**config.mk**
```make
export PLATFORM = sky130hd
export DESIGN_NAME = read_controller
export DESIGN_NICKNAME = d
export VERILOG_FILES = /design/src/rtl/coproc_pkg.sv /design/src/rtl/cmd_detector.sv /design/src/rtl/read_controller.sv
export SDC_FILE = /design/constraint.sdc
export NUM_CORES = 1
export LEC_CHECK = 0
export ABC_AREA = 1
export BUFFER_PORTS_ARGS = -buffer_cell sky130_fd_sc_hd__buf_4
export CAP_MARGIN = 20
export CORE_ASPECT_RATIO = 0.5
export CORE_UTILIZATION = 40
export CTS_CLUSTER_SIZE = 40
export DETAILED_ROUTE_END_ITERATION = 7
export PLACE_DENSITY = 0.72
export SETUP_SLACK_MARGIN = 0.3
export SLEW_MARGIN = 40
export SYNTH_ARGS = -nofsm -noshare
export SYNTH_HDL_FRONTEND = slang
export SYNTH_SLANG_ARGS = --single-unit
export TNS_END_PERCENT = 5
```
**constraint.sdc**
```tcl
create_clock -name clk -period 2 [get_ports clk]
set_clock_uncertainty 0.05 [all_clocks]
set_input_delay 0.2 -clock clk [delete_from_list [all_inputs] [get_ports clk]]
set_output_delay 0.2 -clock clk [all_outputs]
set_load 0.02 [all_outputs]
```
**src/rtl/coproc_pkg.sv**
```systemverilog
// Shared coprocessor definitions: read-controller state encoding and the
// host command / escape byte constants used by the read and write paths.
package coproc_pkg;

   typedef enum logic [2:0] {
      IDLE  = 3'd0,
      FETCH = 3'd1,
      LATCH = 3'd2,
      SEND  = 3'd3,
      HOLD  = 3'd4,
      DRAIN = 3'd5
   } rd_state_t;

   // "rd\n" and "wa\n" as received over the UART, oldest byte in the MSBs
   localparam logic [23:0] CMD_READ  = {8'h72, 8'h64, 8'h0A};
   localparam logic [23:0] CMD_WRITE = {8'h77, 8'h61, 8'h0A};
   localparam logic [7:0]  ESC_BYTE  = 8'h1B;

endpackage

```
**src/rtl/cmd_detector.sv**
```systemverilog
// Three-byte command detector: shifts in received bytes while enabled and
// flags when the last three bytes equal PATTERN. Shared by read and write paths.
module cmd_detector
   import coproc_pkg::*;
#(
   parameter int                    DATA_W  = 8,
   parameter logic [3*DATA_W-1:0]   PATTERN = CMD_READ
) (
   input  logic              clk,
   input  logic              rst,
   input  logic              shift_en,
   input  logic              clr,
   input  logic [DATA_W-1:0] byte_in,
   output logic              match
);

   logic [3*DATA_W-1:0] cmd;

   // History of the last three bytes; clear wins over shift so a match never lingers
   always_ff @(posedge clk) begin
      if (rst || clr) begin
         cmd <= '0;
      end else if (shift_en) begin
         cmd <= {cmd[2*DATA_W-1:0], byte_in};
      end
   end

   assign match = (cmd == PATTERN);

endmodule

```
**src/rtl/read_controller.sv**
```systemverilog
// RAM read-back controller: on "rd\n" from the host, streams RAM addresses
// 0..LAST_ADDR to the UART transmitter, one byte per start/busy handshake.
// Optional build macro READ_CTRL_ABORT_EN: an ESC byte received during a
// transfer ends it after the byte currently in flight, with no done pulse.
module read_controller
   import coproc_pkg::*;
#(
   parameter int ADDR_W    = 10,
   parameter int LAST_ADDR = 1023
) (
   input  logic              clk,
   input  logic              rst,
   input  logic [7:0]        byte_received,
   input  logic              rx_data_ready,
   output logic              en,
   output logic [ADDR_W-1:0] addr,
   input  logic [7:0]        dout,
   output logic [7:0]        tx_data,
   output logic              tx_start,
   input  logic              tx_busy,
   output logic [2:0]        status,
   output logic              done
);

   rd_state_t state;
   logic      cmd_match;
   logic      cmd_shift;
   logic      cmd_clr;
   logic      at_last;
   logic      abort_now;
   logic      drain_exit;

   // Bytes only count toward a command while idle; a match is consumed on exit
   assign cmd_shift  = (state == IDLE) && rx_data_ready;
   assign cmd_clr    = (state == IDLE) && cmd_match;
   assign at_last    = (addr == ADDR_W'(LAST_ADDR));
   assign drain_exit = (state == DRAIN) && !tx_busy;

   cmd_detector #(
      .DATA_W  (8),
      .PATTERN (CMD_READ)
   ) u_cmd_detector (
      .clk      (clk),
      .rst      (rst),
      .shift_en (cmd_shift),
      .clr      (cmd_clr),
      .byte_in  (byte_received),
      .match    (cmd_match)
   );

`ifdef READ_CTRL_ABORT_EN
   logic abort_flag;
   logic esc_seen;

   assign esc_seen  = rx_data_ready && (byte_received == ESC_BYTE) && (state != IDLE);
   // An ESC arriving on the exit cycle itself still aborts
   assign abort_now = abort_flag || esc_seen;

   // Sticky abort request, consumed at the next byte boundary
   always_ff @(posedge clk) begin
      if (rst || drain_exit) begin
         abort_flag <= 1'b0;
      end else if (esc_seen) begin
         abort_flag <= 1'b1;
      end
   end
`else
   assign abort_now = 1'b0;
`endif

   // Transfer sequencer: fetch, latch, hand off, then wait out the transmitter
   always_ff @(posedge clk) begin
      if (rst) begin
         state   <= IDLE;
         addr    <= '0;
         tx_data <= '0;
      end else begin
         case (state)
            IDLE: begin
               if (cmd_match) begin
                  state <= FETCH;
                  addr  <= '0;
               end
            end
            FETCH: state <= LATCH;
            LATCH: begin
               tx_data <= dout;
               state   <= SEND;
            end
            SEND: begin
               if (!tx_busy) state <= HOLD;
            end
            HOLD: state <= DRAIN;
            DRAIN: begin
               if (!tx_busy) begin
                  if (at_last || abort_now) begin
                     state <= IDLE;
                     addr  <= '0;
                  end else begin
                     state <= FETCH;
                     addr  <= addr + ADDR_W'(1);
                  end
               end
            end
            default: state <= IDLE;
         endcase
      end
   end

   // Strobes decoded directly from the current state
   always_comb begin
      en       = 1'b0;
      tx_start = 1'b0;
      done     = 1'b0;
      case (state)
         FETCH: en       = 1'b1;
         SEND:  tx_start = !tx_busy;
         DRAIN: done     = drain_exit && at_last && !abort_now;
         default: ;
      endcase
   end

   assign status = state;

endmodule
```
## Word-level counts from Yosys, hierarchy flattened

Index checks and enable logic that the tools add are counted.

| operators by class | value |
|---|---|
| $add $sub $neg | 1 |
| eq/ne operators | 10 |
| multiplexer cells | 12 |
| reductions and logical operators | 10 |

Operators with widths:

| cell | number |
|---|---|
| 10-bit two-way mux | 3 |
| 24-bit by 23-bit equality test with 1-bit output, second input constant | 1 |
| 10-bit case mux with 2 select lines | 1 |
| 3-bit case mux with 6 select lines | 1 |
| 10-bit by 1-bit adder with 10-bit output, second input constant | 1 |
| 10-bit equality test, second input constant | 1 |
| 3-bit two-way mux | 3 |
| 3-bit by 2-bit equality test with 1-bit output, second input constant | 2 |
| 3-bit equality test, second input constant | 2 |
| 2-bit inequality test, second input constant | 3 |
| 3-bit AND reduction | 2 |
| 1-bit logical AND | 4 |
| 1-bit two-way mux | 4 |
| 3-bit by 1-bit equality test with 1-bit output, second input constant | 1 |
| 3-bit logical NOT | 1 |
| 2-bit nonzero test | 1 |
| 1-bit logical NOT | 1 |
| 1-bit logical OR | 1 |

| word-level totals | value |
|---|---|
| bits in registers | 45 |
| input bits | 20 |
| output and inout port bits | 24 |
| word-level logic and storage cells | 37 |

## Depth between registers and ports, before layout

Gate-level depths: netlist (run 1).

| logic depth | value |
|---|---|
| depth after elaboration | 4 |
| mapped depth | 11 |
| gate-level depth less buffers | 10 |

## Modules after synthesis

Synthesis (run 1) repeated with hierarchy kept, for this count alone.

| second synthesis, totals | value |
|---|---|
| cells, all modules | 286 |
| area, all modules | 2099.5 µm² |

Modules (own cells, without submodules):

| module | times used | cells an instance | area an instance (µm²) |
|---|---|---|---|
| read_controller | 1 | 161 | 1113.6 |
| cmd_detector | 1 | 125 | 985.9 |

## Worst setup path after synthesis (run 1)

Ideal clock, no wire load.

| timing | value |
|---|---|
| path type | register to output |
| from | register state[0], in the netlist status[0] |
| to | output port done |
| arrival | 1.554 ns |
| required time | 1.750 ns |
| path slack | 0.196 ns |
| cell stages (with the launch flop) | 7 |
| path buffers | 1 |
| cells stage by stage | dfxtp_1 -> inv_2 -> nor3_4 -> inv_2 -> or2_1 -> buf_6 -> nor2_1 |

| between the ends | value |
|---|---|
| cells in the longest elaborated chain, start to end | 4 |

Ends and longest elaborated chain:

| item | line | RTL |
|---|---|---|
| start, declared | read_controller.sv:25 | `rd_state_t state;` |
| start signal, assigned | read_controller.sv:74 | `state <= IDLE;` |
| start signal, assigned | read_controller.sv:81 | `state <= FETCH;` |
| start signal, assigned | read_controller.sv:85 | `FETCH: state <= LATCH;` |
| 3-bit equality test (*) | read_controller.sv:37, read_controller.sv:115 |  |
| 1-bit logical AND | read_controller.sv:37 | `assign drain_exit = (state == DRAIN) && !tx_busy;` |
| 1-bit logical AND | read_controller.sv:118 | `DRAIN: done = drain_exit && at_last && !abort_now;` |
| 1-bit two-way mux (*) | read_controller.sv:115 | `case (state)` |
| end, declared | read_controller.sv:22 | `output logic done` |

Mark *: on every way between the ends. The rest lies on a longest branch, timed or not.

## Worst setup path in the final report (run 1)

| timing | value |
|---|---|
| from | register state[2], in the netlist status[2] |
| to | output port done |

The elaborated chain is that of the path after synthesis.

==> run metrics, run 1 <==
Compound-Gate Fraction of Synth Area=a little over an eighth; Crit path required time=1750 ps; ANT cells=0; Power per Cell Area=748 nW/um2; Initial Util=about 42%; HP Class=input port to register; WP data arrival=1440 ps; share of cells above drive strength 1=between 20% and 30%; number of fill cells=475; Post-Syn Nets=between 300 and 400; die height=53.6 um; final period utilization=84.4%; Total Wirelength=4.84 mm; CP Max Fanout=5; total chip power=2020 uW; Core Box Area=5020 um2; GRT Overall Usage=17.2%; Synth warnings=0; xor and xnor area share after synthesis=0.412%; Die Area=5630 um2; status=complete, no violations; placer congestion estimate=0.898; maximum VDD drop=0.350 mV; Synth Area in Simple Gates=34.2%; r2r startpoint=addr[0]; Setup-failing EPs final=0; share of the core filled with cells=53.9%; fmax=593 MHz; Avg Inst Size Synth=6.90 um2; placement row count=18; Worst setup EP type=output pin; largest family of logic cells by synthesized area=simple AND/OR/NAND/NOR gates; largest net degree at the start of global routing=26; CTS Hold Buffers Added=0; Syn-to-layout area delta=27.4%; final instance area=2710 um2; first-pass GRT wire length=7.51 mm; via count=2,083; dpl hpwl=3.25 mm; Routed Antenna Nets=0; vias per cell=between 4 and 5; Post-Synthesis Cells=308; CTS clk-pin slew, worst paths=~80 ps; CP Launch Point=status[2]; Min-Delay Startpoint=rst; LEAKAGE=0.00105 uW; WL/cell=11.3 um; DRT Pass-1 Iters=4; WS Path Type=register to output pin; maxcap violations=0; CTS Buffer Depth=2; commonest non-fill, non-tap cells in the layout=74 x nand2_1, 55 x buf_4, 41 x nand3_1, 41 x a21oi_1, 40 x dfxtp_1; minimum clock period=1690 ps; io pins=44; CTS buffer count=5; total clock sinks=45; Synth Area in Adders=0.589%; I/O Buffers=43; CTS tree=built; library cells used by synthesis=27; Slew Limit Headroom=65.3%; mux contribution to synthesized area=0%; number of global-route vias before repair=1,709; Slew Viols, Final=0; drt first-iter violations=between 70 and 80; synthesis-stage register bit count=45; Hold Vio Cnt, Final=0; most common cell after layout, fill and taps aside=nand2_1; die width=105 um; hold slack=roughly 86 ps; nets@finish=377; Clock Latency Late Sink=300 ps; synthesized area=2130 um2; Startpoint Class=register; Root Driver=clkbuf_8; # DRC=0; Post-DP Area=2490 um2; Total Negative Setup Slacks=0 ps; post-synthesis sequential area ratio=42.4%; Worst Max-Slew Pin Slew=520 ps; RSZ-0062 raised after global routing=yes; GRT Residual Overflow=0; initial antenna violation count=0; H-tree Lvls=2
final timing paths:
check	endpoint	slack [ps]	depth (start not counted)
worst max register to register	status[0]	390	11
worst min register to register	tx_data[3]	400	2
worst min-delay path	status[1]	90	2
worst max-delay path	done	310	6
cells in the mapped netlist:
library cell   n  share of area [%]
inv_2          2               0.35
a21oi_1       41                9.7
ha_1           1               0.59
xor2_1         1               0.41
dfxtp_1       45                 42
nor3_1         1               0.24
o21ai_0       10                2.4
nor3b_1        1               0.35
or2_1          1               0.29
nand4_1        3               0.88
nand3b_1       3                1.1
nand3_4        1               0.82
nand3_1       41                9.7
clkbuf_1       7                1.2
inv_1         29                5.1
nor3_4         1               0.77
and2_1         1               0.29
nor2_1        30                5.3
nand2_4        1               0.53
a31oi_1        1               0.29
o21bai_1       2               0.71
nor3_2         1               0.47
buf_4          2               0.71
buf_2          4               0.94
or2_2          1               0.29
buf_6          2                1.1
nand2_1       75                 13
where the power goes:
part           total (uW)  internal (uW)  switching (uW)
logic                 327            130             197
registers             991            948            42.4
clock network         707            407             300
what timing repair did:
action	4_1_cts	5_1_grt
pin swaps	3	4
resized for setup	10	4
endpoints found under the setup margin	10	33
setup buffers	8	1
routing by layer:
metal / global-route usage (%) / share of wire, % / up-vias
met3: 4.36 / 4.7 / 7
li1: - / - / 1089
met2: 29.7 / 46 / 52
met1: 21.5 / 48 / 935
met4: 6.34 / 1.3 / 0
met5: 0 / 0 / -
sequential cells by signal, indices dropped and copies added (netlist names):
signal	cells
u_cmd_detector.cmd	24
status	3
tx_data	8
addr	10
metrics by stage:
| step | cells | setup slack [ps] |
|---|---|---|
| detailed placement | 410 | 281 |
| global route | 427 | 234 |
| CTS | 426 | 303 |
| floorplan | 308 | 276 |
| global placement | 410 | 328 |
| finish | 427 | 312 |
cells by family after synthesis:
group	after synthesis
xor gates and xnor gates	1
DFF	45
and+or+nand+nor	161
AOI/OAI and AO/OA	54
buffers and inverters	46
adders and majority gates	1
critical path: stages (launching register included):
cell	delay, ps
dfxtp_4	360
inv_4	50
nor3_4	220
inv_2	60
or2_4	250
nor2_4	90
buf_6	120
area by class of cell:
type	count	area, um2	area share, %
well taps	70	87.6	3.23
multi-input cells	217	1050	38.7
clock buffers	7	86.3	3.19
repair buffers	56	424	15.7
inverters	31	119	4.39
clock inverters	1	30.0	1.11
flip-flops and latches	45	912	33.7
Note: power is estimated with default switching activity, not from simulation.
==> run 2, diff against run 1 <==
clock period = 1.7 ns   (was 2 ns; I/O delays follow)
==> run metrics, run 2 (same netlist as run 1, synthesis figures left out) <==
top flop regs=u_cmd_detector.cmd: 24 flops, addr: 10 flops, tx_data: 8 flops; # DRC=0; vias per cell=4.85; number of fill cells=468; Power per Cell Area=829 nW/um2; Total Wirelength=4.75 mm; die width=105 um; largest net degree at the start of global routing=26; GRT Residual Overflow=0; drt first-iter violations=81; Core Box Area=5020 um2; register bank with the most flops=u_cmd_detector.cmd; LEAKAGE=0.00106 uW; die height=53.6 um; share of cells above drive strength 1=approximately 24%; Routed Antenna Nets=0; GRT Overall Usage=17.2%; share of the core filled with cells=around 54%; Initial Util=42.3%; Int Power=1620 uW; Largest register FFs=24; CTS Hold Buffers Added=0; CTS Buffer Depth=2; DRT Pass-1 Iters=4; r2r startpoint=addr[0]; area of the multi-input gates=1050 um2; number of global-route vias before repair=1,788; register area=915 um2; r2r worst-path depth=11; Setup-failing EPs final=0; I/O Buffers=43; Startpoint Class=register; first-pass GRT wire length=7.73 mm; H-tree Lvls=2; CTS clk-pin slew, worst paths=~90 ps; RR Endpoint=addr[9]; CTS buffer count=5; worst-case hold path end point=status[2]; Root Driver=clkbuf_8; RSZ-0062 raised after global routing=yes; hold slack=slightly above 60 ps; dpl hpwl=3.42 mm; placer congestion estimate=0.851; sequential share of power=51.2%; combinational share of power=18.0%; Clock Latency Late Sink=290 ps; status=complete, no violations; Slew Limit Headroom=76.4%; commonest non-fill, non-tap cells in the layout=73 x nand2_1, 60 x buf_4, 41 x nand3_1, 41 x a21oi_1, 40 x dfxtp_1; initial antenna violation count=0; fmax=just over 600 MHz; Total Negative Setup Slacks=0 ps; Crit path required time=1480 ps; HP Class=input port to register; worst hold stages=2; CP Launch Point=addr[0]; total clock sinks=45; final period utilization=96.3%; Net Switching=around 650 uW; maximum VDD drop=roughly 0.37 mV; WP data arrival=1420 ps; io pins=44; WS Path Type=register to output pin; Syn-to-layout area delta=28.7%; ANT cells=0; switching portion of total power=28.6%; via count=2,096; nets@finish=382; WL/cell=about 11 um; most common cell after layout, fill and taps aside=nand2_1; R2R Setup Slk=110 ps; maxcap violations=0; minimum clock period=1640 ps; Clk pwr share=30.8%; Die Area=5630 um2; Worst Max-Slew Pin Slew=353 ps; Worst setup EP type=output pin; CTS tree=built; placement row count=18; Slew Viols, Final=0; Hold Vio Cnt, Final=0; CP Max Fanout=2; Min-Delay Startpoint=rst
==> run 2: per-layer routing <==
metal  part of all wire (%)  GRT usage, %  vias up  wire (um)
met5                      0             0        -          0
met4                   0.74          4.69        0         35
met3                    5.9          4.12        5        280
met2                     48          31.3       57       2260
met1                     46          21.1      936       2170
li1                       -             -     1098          -
==> run 2: through the flow <==
stage / power, uW / worst slack, ps / cells / cell area [um2]
floorplan: 1440 / 112 / 308 / 2150
finish: 2270 / 62.2 / 432 / 2740
global route: 2390 / 10.6 / 432 / 2740
CTS: 2300 / 58.2 / 432 / 2730
detailed placement: 1590 / 49.1 / 416 / 2560
global placement: 1580 / 92.3 / 416 / 2560
==> run 2: worst max-delay path: stages (launching register included) <==
cell	delay [ps]
dfxtp_4	350
ha_2	180
nand2_2	80
nor2_2	110
nand3b_1	150
nor2_2	130
buf_4	140
==> run 2: worst max-delay path by stage <==
stage / to / slack [ps] / depth (start not counted)
after floorplan: addr[7] / 110 / 10
after global placement: addr[7] / 90 / 10
after detailed placement: addr[7] / 50 / 10
after CTS: done / 60 / 6
after global routing: done / 10 / 6
final: done / 60 / 6
==> run 2: cell type report <==
type	count	share of cell area (%)
multi-input combinational	217	38.2
clock inverter	2	0.594
timing repair buffer	61	17.2
sequential	45	33.4
tap	70	3.20
clock buffer	6	3.02
inverter	31	4.34
==> run 2: what timing repair did <==
action,CTS,global route
setup endpoints to repair,38,39
endpoints found under the hold margin,0,0
pin swaps,3,2
setup buffers,8,0
cloned,0,0
gates resized for setup,6,1
==> run 2: power groups by stage <==
stage / logic [uW] / clock network, uW / registers [uW]
floorplan: 228 / 0 / 1210
global placement: 396 / 0 / 1190
detailed placement: 402 / 0 / 1190
CTS: 412 / 725 / 1160
global route: 451 / 766 / 1170
finish: 408 / 697 / 1160
==> run 3, diff against run 2 <==
PLACE_DENSITY = 0.75   (was 0.72)
clock period = 1.5 ns   (was 1.7 ns; I/O delays follow)
==> run metrics, run 3 (same netlist as run 1, synthesis figures left out) <==
status=finished, violations left; failing checks=setup timing; Clk pwr share=30.5%; register area=916 um2; CTS buffer count=5; # DRC=0; DR WL met2=2.44 mm; combinational share of power=20.0%; initial antenna violation count=0; largest net degree at the start of global routing=26; Clock Latency Late Sink=between 200 and 300 ps; dpl hpwl=3.47 mm; met3 wire length=180 um; most common cell after layout, fill and taps aside=nand2_1; DRT Pass-1 Iters=4; Core Box Area=5020 um2; Power per Cell Area=between 900 and 1000 nW/um2; CTS clk-pin slew, worst paths=90 ps; io pins=between 40 and 50; Place WS=-36.3 ps; placement row count=18; Routed Antenna Nets=0; Die Area=5630 um2; Hold Vio Cnt, Final=0; via count=2,200; Crit path required time=approximately 1300 ps; final period utilization=106%; CP Max Fanout=2; fin worst setup slack=-95.9 ps; Total Wirelength=5.04 mm; drt first-iter violations=81; Int Power=around 1900 uW; ANT cells=0; top flop regs=u_cmd_detector.cmd: 24 flops, addr: 10 flops, tx_data: 8 flops; number of fill cells=455; minimum clock period=~1600 ps; maxcap violations=0; H-tree Lvls=2; WS Path Type=register to output pin; maximum VDD drop=0.680 mV; Total Negative Setup Slacks=-243 ps; Slew Limit Headroom=74.5%; Startpoint Class=register; CTS Buffer Depth=2; die height=53.6 um; WL/cell=11.4 um; Worst Max-Slew Pin Slew=382 ps; LEAKAGE=0.00116 uW; die width=105 um; WP data arrival=1400 ps; vias per cell=roughly 5.0; GRT Residual Overflow=0; sequential share of power=roughly half; share of cells above drive strength 1=30.0%; Net Switching=736 uW; Worst setup EP type=output pin; number of global-route vias before repair=1,866; switching portion of total power=roughly 28%; Syn-to-layout area delta=38.7%; Initial Util=42.3%; total clock sinks=between 40 and 50; Setup-failing EPs final=22; R2R Setup Slk=-30 ps; register bank with the most flops=u_cmd_detector.cmd; Largest register FFs=24; area of the multi-input gates=1140 um2; total chip power=2660 uW; first-pass GRT wire length=between 8 and 9 mm; placer congestion estimate=a little under 0.9; HP Class=input port to register; fmax=~630 MHz; nets@finish=approximately 400; DRT met1 WL=between 2 and 2.5 mm; commonest non-fill, non-tap cells in the layout=71 x nand2_1, 64 x buf_4, 39 x dfxtp_1; I/O Buffers=43; Max Used Layer=met4; Slew Viols, Final=0; CTS tree=built; GRT Overall Usage=a little under a fifth; RSZ-0062 raised after global routing=yes; Root Driver=clkbuf_8
run 3: final cells by class:
cell class	instances	area share (%)
clock buffer	6	3.18
clock inverter	1	0.170
inverter	31	4.03
multi-input combinational	217	38.6
sequential	45	31.1
tap	70	2.97
timing repair buffer	73	20.0
run 3: power by group through the flow:
stage	combinational, uW	clock, uW	sequential [uW]
after floorplan	259	0	1380
after global placement	459	0	1340
after detailed placement	469	0	1350
after CTS	506	837	1320
after global routing	589	898	1330
final	531	810	1320
run 3: critical path: stages, from the launching register on:
cell,delay [ps]
dfxtp_4,370
inv_4,40
nor3_4,190
inv_2,50
or2_4,250
nor2_4,90
buf_6,120
run 3: through the flow:
step	hold WS, ps	std cells	util (%)	cell area (um2)
6_report	33.7	443	58.7	2950
5_1_grt	35.1	443	58.7	2950
4_1_cts	30.4	442	57.2	2870
3_5_place_dp	346	429	53.0	2660
3_3_place_gp	347	429	53.0	2660
2_1_floorplan	258	308	-	2150
run 3: metal layers:
metal / track usage (%) / vias to the layer above
met1: 23.1 / 1025
met4: 4.23 / 0
met5: 0 / -
met3: 4.12 / 4
li1: - / 1128
met2: 32.3 / 43
run 3: worst paths after layout:
path | start | endpoint | depth (start not counted)
worst max register to register | status[0] | addr[1] | 8
worst max-delay path | status[0] | done | 6
worst min-delay path | rst | addr[3] | 2
worst min register to register | tx_data[6] | tx_data[6] | 2
run 3: timing repair:
| action | in CTS | in global routing |
|---|---|---|
| endpoints found under the setup margin | 47 | 47 |
| hold endpoints to repair | 0 | 0 |
| pin swaps | 4 | 10 |
| hold buffers | 0 | 0 |
| setup buffers | 6 | 1 |
| gates resized for setup | 18 | 19 |
